## src/rtl/store_buffer.sv

```systemverilog
// Store buffer between MEM and the cache controller: an in-order FIFO of committed store hits
// with combinational youngest-match load forwarding. Define SB_CHECK_EN to compile in sim checks.
module store_buffer #(
  parameter int unsigned ENTRY_COUNT = 4
) (
  input  logic                             clock,
  input  logic                             reset,
  input  logic                             enq_valid,
  input  logic [31:0]                      enq_addr,
  input  logic [31:0]                      enq_data,
  output logic                             enq_ready,
  input  logic                             deq_req,
  output logic [31:0]                      deq_addr,
  output logic [31:0]                      deq_data,
  output logic                             deq_valid,
  input  logic [31:0]                      load_addr,
  output logic [31:0]                      sb_load_data,
  output logic                             sb_load_hit,
  output logic [$clog2(ENTRY_COUNT+1)-1:0] count_out,
  output logic                             full,
  input  logic                             flush
);

  localparam int unsigned PtrW = $clog2(ENTRY_COUNT);
  localparam int unsigned CntW = $clog2(ENTRY_COUNT + 1);

  typedef logic [PtrW-1:0] ptr_t;
  typedef logic [CntW-1:0] cnt_t;

  typedef struct packed {
    logic        valid;
    logic [31:0] addr;
    logic [31:0] data;
  } sb_entry_t;

  sb_entry_t store_buf [ENTRY_COUNT];

  ptr_t head_q, head_d;
  ptr_t tail_q, tail_d;
  cnt_t count_q, count_d;
  logic do_push, do_pop;

  // Status decodes come only from registered state.
  assign full      = (count_q == cnt_t'(ENTRY_COUNT));
  assign enq_ready = ~full;
  assign deq_valid = (count_q != '0);
  assign count_out = count_q;

  assign do_push = enq_valid & enq_ready;
  assign do_pop  = deq_req & deq_valid;

  assign deq_addr = deq_valid ? store_buf[head_q].addr : '0;
  assign deq_data = deq_valid ? store_buf[head_q].data : '0;

  always_comb begin
    head_d  = head_q;
    tail_d  = tail_q;
    count_d = count_q;
    if (flush) begin
      head_d  = '0;
      tail_d  = '0;
      count_d = '0;
    end else begin
      if (do_push) tail_d = tail_q + ptr_t'(1);
      if (do_pop)  head_d = head_q + ptr_t'(1);
      if (do_push && !do_pop) begin
        count_d = count_q + cnt_t'(1);
      end else if (do_pop && !do_push) begin
        count_d = count_q - cnt_t'(1);
      end
    end
  end

  always_ff @(posedge clock or posedge reset) begin
    if (reset) begin
      head_q  <= '0;
      tail_q  <= '0;
      count_q <= '0;
      for (int i = 0; i < int'(ENTRY_COUNT); i++) begin
        store_buf[i] <= '0;
      end
    end else begin
      head_q  <= head_d;
      tail_q  <= tail_d;
      count_q <= count_d;
      if (flush) begin
        for (int i = 0; i < int'(ENTRY_COUNT); i++) begin
          store_buf[i].valid <= 1'b0;
        end
      end else begin
        // Head and tail never coincide when both fire (not full, not empty).
        if (do_push) store_buf[tail_q] <= '{valid: 1'b1, addr: enq_addr, data: enq_data};
        if (do_pop)  store_buf[head_q].valid <= 1'b0;
      end
    end
  end

  // Walk oldest to youngest from head so the last match wins.
  always_comb begin
    ptr_t idx;
    sb_load_hit  = 1'b0;
    sb_load_data = '0;
    idx          = '0;
    for (int i = 0; i < int'(ENTRY_COUNT); i++) begin
      idx = head_q + ptr_t'(i);
      if (store_buf[idx].valid && (store_buf[idx].addr[31:2] == load_addr[31:2])) begin
        sb_load_hit  = 1'b1;
        sb_load_data = store_buf[idx].data;
      end
    end
  end

  logic unused_load_lsb;
  assign unused_load_lsb = ^load_addr[1:0];

`ifdef SB_CHECK_EN
  always_ff @(posedge clock) begin
    if (!reset) begin
      if (enq_valid && full && !flush) $error("store_buffer: push while full dropped");
      if (deq_req && !deq_valid && !flush) $error("store_buffer: pop while empty ignored");
      if (count_q > cnt_t'(ENTRY_COUNT)) $error("store_buffer: count exceeds ENTRY_COUNT");
    end
  end
`else
  // No simulation checks; illegal pushes/pops are silently gated by do_push/do_pop.
`endif

endmodule

```

## config.mk

```make
export PLATFORM = sky130hd
export DESIGN_NAME = store_buffer
export DESIGN_NICKNAME = d
export VERILOG_FILES = /design/src/rtl/store_buffer.sv
export SDC_FILE = /design/constraint.sdc
export NUM_CORES = 1
export LEC_CHECK = 0
export BUFFER_PORTS_ARGS = -buffer_cell sky130_fd_sc_hd__buf_2
export CORE_UTILIZATION = 40
export DETAILED_ROUTE_END_ITERATION = 12
export GPL_ROUTABILITY_DRIVEN = 0
export PLACE_DENSITY = 0.67
export SYNTH_ARGS = -nofsm -noshare
export SYNTH_HDL_FRONTEND = slang
export SYNTH_SLANG_ARGS = --single-unit
export TNS_END_PERCENT = 5
```

## constraint.sdc

```tcl
create_clock -name clock -period 9.8 [get_ports clock]
set_input_delay 1.47 -clock clock [delete_from_list [all_inputs] [get_ports clock]]
set_output_delay 1.47 -clock clock [all_outputs]
set_load 0.03 [all_outputs]
```

# [After elaboration in Yosys (flattened, before gate mapping)]
# Index checks and enable logic that the tools add are counted.
[totals] register_bits=267 output_inout_bits=103 elab_cells=97
[classes] addsub=6 n_lt_le_gt_ge=7 n_eq_ne=5 muxes=42 bitwise=8 n_reduce_logical=14
[op_table] cell="260-bit 2-to-1 mux" n=3
[op_table] cell="65-bit 2-to-1 mux" n=10
[op_table] cell="65-bit binary-select mux with 2-bit select" n=4
[op_table] cell="260-bit bitwise mux" n=2
[op_table] cell="65-bit demux with 2-bit select" n=2
[op_table] cell="32-bit 2-to-1 mux" n=6
[op_table] cell="30-bit equality test" n=4
[op_table] cell="3-bit greater-or-equal comparator, second input constant" n=5
[op_table] cell="2-bit NOT with 3-bit output" n=5
[op_table] cell="3-bit 2-to-1 mux" n=3
[op_table] cell="1-bit logical AND" n=8
[op_table] cell="1-bit 2-to-1 mux" n=8
[op_table] cell="2-bit 2-to-1 mux" n=4
[op_table] cell="3-bit by 1-bit < comparator with 1-bit output, second input constant" n=2
[op_table] cell="3-bit nonzero test" n=2
[op_table] cell="2-bit by 1-bit adder with 2-bit output, second input constant" n=2
[op_table] cell="2-bit adder, second input constant" n=2
[op_table] cell="2-bit nonzero test" n=2
[op_table] cell="3-bit by 1-bit adder with 3-bit output, second input constant" n=1
[op_table] cell="3-bit equality test, second input constant" n=1
[op_table] cell="3-bit by 1-bit subtractor with 3-bit output, second input constant" n=1
[op_table] cell="1-bit bitwise AND" n=2
[op_table] cell="1-bit zero test" n=2
[op_table] cell="1-bit NOT" n=1

# [Depth between registers and ports, before layout]
[logic_depth] depth_word=11 depth_mapped=23 ltp_nobuf=10

# [Worst setup path after synthesis]
# Ideal clock, no wire load.
[synth_path] path_kind="register to output" from="register head_q[0]" to="output port sb_load_data[11]" arrival_ns=5.159 required_time_ns=8.330 path_slack_ns=3.171 stages_incl_launch_ff=23 n_path_buf=13 cell_sequence="dfrtp_1 -> buf_6 -> buf_6 -> buf_6 -> buf_8 -> buf_6 -> buf_6 -> inv_1 -> clkbuf_1 -> clkbuf_1 -> ha_1 -> buf_2 -> buf_2 -> buf_2 -> buf_1 -> mux4_2 -> xnor2_1 -> nand4_1 -> a211oi_1 -> o2111a_1 -> buf_2 -> nor3_1 -> a311oi_1"
[synth_between] elab_chain_len=10 word_cells_on_any_way=31 classes_between="add/sub: 3; eq/ne: 4; mux: 16; bitwise: 4; reduce/logical: 4"
[synth_lines] element="from (decl)" line="38" rtl="ptr_t head_q, head_d;"
[synth_lines] element="from (signal assigned)" line="76" rtl="head_q <= '0;"
[synth_lines] element="from (signal assigned)" line="83" rtl="head_q <= head_d;"
[synth_lines] element="2-bit by 1-bit adder with 2-bit output / 2-bit NOT with 3-bit output (equally long branches)" line="105, 106, 108"
[synth_lines] element="2-bit NOT with 3-bit output (implied by the code) / 65-bit binary-select mux with 2-bit select (equally long branches)" line="106, 108"
[synth_lines] element="65-bit binary-select mux with 2-bit select / 65-bit 2-to-1 mux (equally long branches)" line="106, 108"
[synth_lines] element="65-bit 2-to-1 mux (implied by the code)" line="108" rtl="sb_load_data = store_buf[idx].data;"
[synth_lines] element="65-bit 2-to-1 mux (implied by the code) / 30-bit equality test (equally long branches)" line="108, 106"
[synth_lines] element="30-bit equality test / 1-bit logical AND (equally long branches)" line="106" rtl="if (store_buf[idx].valid && (store_buf[idx].addr[31:2] == load_addr[31:2])) begin"
[synth_lines] element="1-bit logical AND / 32-bit 2-to-1 mux (equally long branches)" line="106"
[synth_lines] element="32-bit 2-to-1 mux (2 in a row)" line="106"
[synth_lines] element="32-bit 2-to-1 mux *" line="106"
[synth_lines] element="to (decl)" line="17" rtl="output logic [31:0] sb_load_data,"
# Mark *: on every way between the ends. The rest lies on a longest branch, timed or not. The select of a mux whose other input is x is not followed.

# [Final worst setup path]
[layout_path] from="register head_q[0]" to="output port sb_load_data[29]"
# Same word-level chain as after synthesis.

==> metrics.md <==
| Metric | Value |
|---|---|
| Drt first pass iters | 6 |
| Fillers | 4435 |
| Yosys top cell area share | around a third |
| Post-Route Utilization | 45.8% |
| Gate Count Post-Synth | about 1800 |
| Synth Area in Simple Gates | between 7 and 8% |
| Die width | approximately 220 um |
| Sw Share | ~45% |
| Rows | 80 |
| VDD IR max | around 0.17 mV |
| Most frequent cell after synthesis | mux2_2 |
| Die extent in y | 222 um |
| WL per Instance | between 20 and 25 um |
| Critical path cell sequence | inv_1 > ha_4 > buf_4 > mux4_2 > xnor2_1 > nand2_1 > nor4_1 > and4_1 > buf_4 > and2_2 > o221ai_1 > a22oi_1 > buf_2 |
| Setup violations, final | 0 |
| First-pass GRT wire length | between 90 and 100 mm |
| DRT Wirelength | ~60 mm |
| Share of layout cells above drive strength 1 | between 30% and 40% |
| Flop pwr share | 28.0% |
| Final #Nets | roughly 2000 |
| Crit path DAT | slightly below 7 ns |
| Placed cell count | about 2400 |
| CP delay by family, top | buffers and inverters |
| Ranking of synthesized cells by area | dfrtp_1 (34%), mux2_2 (17%), mux4_2 (14%), mux2i_1 (7.2%), xnor2_1 (3.5%) |
| Top cells by count, synth | mux2_2 (296), dfrtp_1 (267), mux2i_1 (139) |
| Post-synth EDFFs | 0 |
| Ports | approximately 200 |
| Area growth from synthesis to layout | 12.8% |
| Total CTS buffers | 35 |
| Vias in the first global route | roughly 16000 |
| LEAKAGE | ~0.0090 uW |
| Psw | approximately 3500 uW |
| Setup TNS Final | 0 ns |
| Ys async rst share | between 90% and 100% |
| RSZ-0062 raised after global routing | no |
| Clock Sink Count | 267 |
| Congestion Overflow GR | 0 |
| CP bufs+invs | 4 |
| Main flop type after synthesis | dfrtp_1 |
| Post-DRT Antenna Nets | 0 |
| Worst-path clk slew | approximately 0.060 ns |
| Cell depth of the worst hold path | 1 |
| # Max-Cap Violations | 0 |
| Final hold violation count | 0 |
| Cell taking the most area after synthesis | dfrtp_1 |
| Die area | around 50000 sq um |
| Worst Clk Skew | about 0.033 ns |
| Main combinational cell family by area after synthesis | multiplexers |
| Pins Over Slew Limit | 0 |
| CP startpoint kind | flip-flop |
| Cells resized by post-CTS repair | 0 |
| CP max FO | 63 |
| Post-Synth Adder-Cell Area | 0.618% |
| Clk_lat worst skew | approximately 0.58 ns |
| Starting Density | approximately two fifths |
| Crit Path Class | reg2out |
| CP required | between 8 and 9 ns |
| Mux cell area share after synthesis | 37.9% |
| Synth unique cells | just under 60 |
| 1st-iter DRT viols | around 1500 |
| Final min period | 8.24 ns |
| Mapped cell area | 19400 sq um |
| Post-CTS Setup Inserts | 0 |
| Worst reg-to-reg path cell count | 11 |
| Compound-cell area share of the yosys netlist | slightly below 10% |
| Crit path capture type | output pin |
| CP dominant cell by count | buf_4 |
| Avg Cell Area, Syn | 11.1 sq um |
| Post-Synth XOR/XNOR Area | under 10% |
| DR DRC count | 0 |
| Reg2reg end | count_out[2] |
| Reg-to-reg slack, setup | between 6 and 7 ns |
| HPWL Detailed | 39.8 mm |
| Reg2reg start | count_out[2] |
| Overall Global Routing Usage | around 24% |
| Run status | completed |
| Worst-margin pin slew | around 1.1 ns |
| Slew HR | approximately a quarter |
| #FFs+latches synth | roughly 270 |
| TritonCTS clock tree | built |
| Power Internal | roughly 4300 uW |
| Clock Path Buffers | 3 |
| Largest net degree at the start of global routing | between 100 and 150 |
| Register area share after synthesis | between 30% and 40% |
| Initial antenna violation count | 13 |
| Via-to-Cell Ratio | a little over 6 |
| H-Tree Depth | 2 |
| Power per cell area | between 300 and 400 nW/um^2 |
| Max Clk Rate | about 120 MHz |
| DR vias | about 16000 |
| CP peak stage delay | around 0.96 ns |
| Critical path's slowest cell | ha_4 |
| Clock Tree Root | clkbuf_16 |
| Mapped Nets | approximately 1900 |
| Final period util | 84.1% |
| Core area | 47800 sq um |
| Hold_buf cts | 0 |
| Comb pwr share | between 50% and 60% |
| Power Total | between 7000 and 8000 uW |
| Place WS | around 2.2 ns |
| Hold Path Class | reg2reg |
| Worst Slack Setup Final | 1.56 ns |
| I/O Buffers | roughly 200 |
| Finished Layout Cells | 2503 |
| Power share of the clock group | between 10% and 20% |
| Yosys warning count | 0 |
worst max-delay path by stage:
stage | from | end | slack, ns | depth (start not counted)
floorplan | reset | async pin | 0.98 | 1
global placement | head_q[0] | sb_load_data[22] | 2.24 | 13
detailed placement | head_q[0] | sb_load_data[25] | 2.25 | 13
CTS | head_q[0] | sb_load_data[25] | 1.61 | 13
global route | head_q[0] | sb_load_data[20] | 1.14 | 13
finish | head_q[0] | sb_load_data[29] | 1.56 | 13
cells in the final DEF (no fill, tap or decap), types with 25 or more instances in the layout:
cell type and instances:
xor2_1 34, clkbuf_16 35, mux2_2 296, inv_1 40
xnor2_1 77, buf_4 25, a22oi_1 32, nand2_1 79
a21oi_1 111, buf_2 201, nor3_1 41, mux4_2 117
o21ai_0 48, and2_1 32, dfrtp_1 265, mux2i_1 139
o221ai_1 32, nor2_1 103
power by group through the flow:
stage,Combinational [uW],Sequential (uW),Clock [uW]
floorplan,3370,1940,0
global placement,4120,2100,0
detailed placement,4200,2170,0
CTS,4230,2160,1360
global route,4550,2250,1410
finish,4270,2180,1340
final cells by class:
class / instances / area (sq um) / share of cell area (%)
clock buffers: 47 / 1000 / 4.57
diodes: 8 / 20.0 / 0.0913
well taps: 615 / 769 / 3.51
flip-flops and latches: 267 / 6690 / 30.5
inverters: 41 / 161 / 0.736
repair buffers: 226 / 1190 / 5.45
clock inverters: 14 / 191 / 0.873
multi-input cells: 1285 / 11900 / 54.3
stage by stage:
stage                     area [sq um]  hold WS, ns
after floorplan                  19400        0.474
after global placement           20700        0.482
after detailed placement         20700        0.492
after CTS                        21900        0.504
after global routing             21900        0.524
final                            21900        0.503
logic make-up (layout without fill, tap and decap cells):
logic type               Yosys count  after routing
XOR/XNOR                         111            111
AO/OA/AOI/OAI                    294            294
flip-flops                       267            267
buffers and inverters            206            328
adder cells (fa/ha/maj)            9              9
other                              0              8
AND/OR/NAND/NOR                  319            319
multiplexers                     552            552
layer usage:
layer  track usage [%]  wire (um)  up-vias
met5                 0         68        -
met4              10.9       2400       10
met1              31.8      24800     7893
li1                  -          -     6769
met2              37.6      28000      735
met3              5.29       5010      173
No activity file was read; power rests on OpenSTA's default activity.
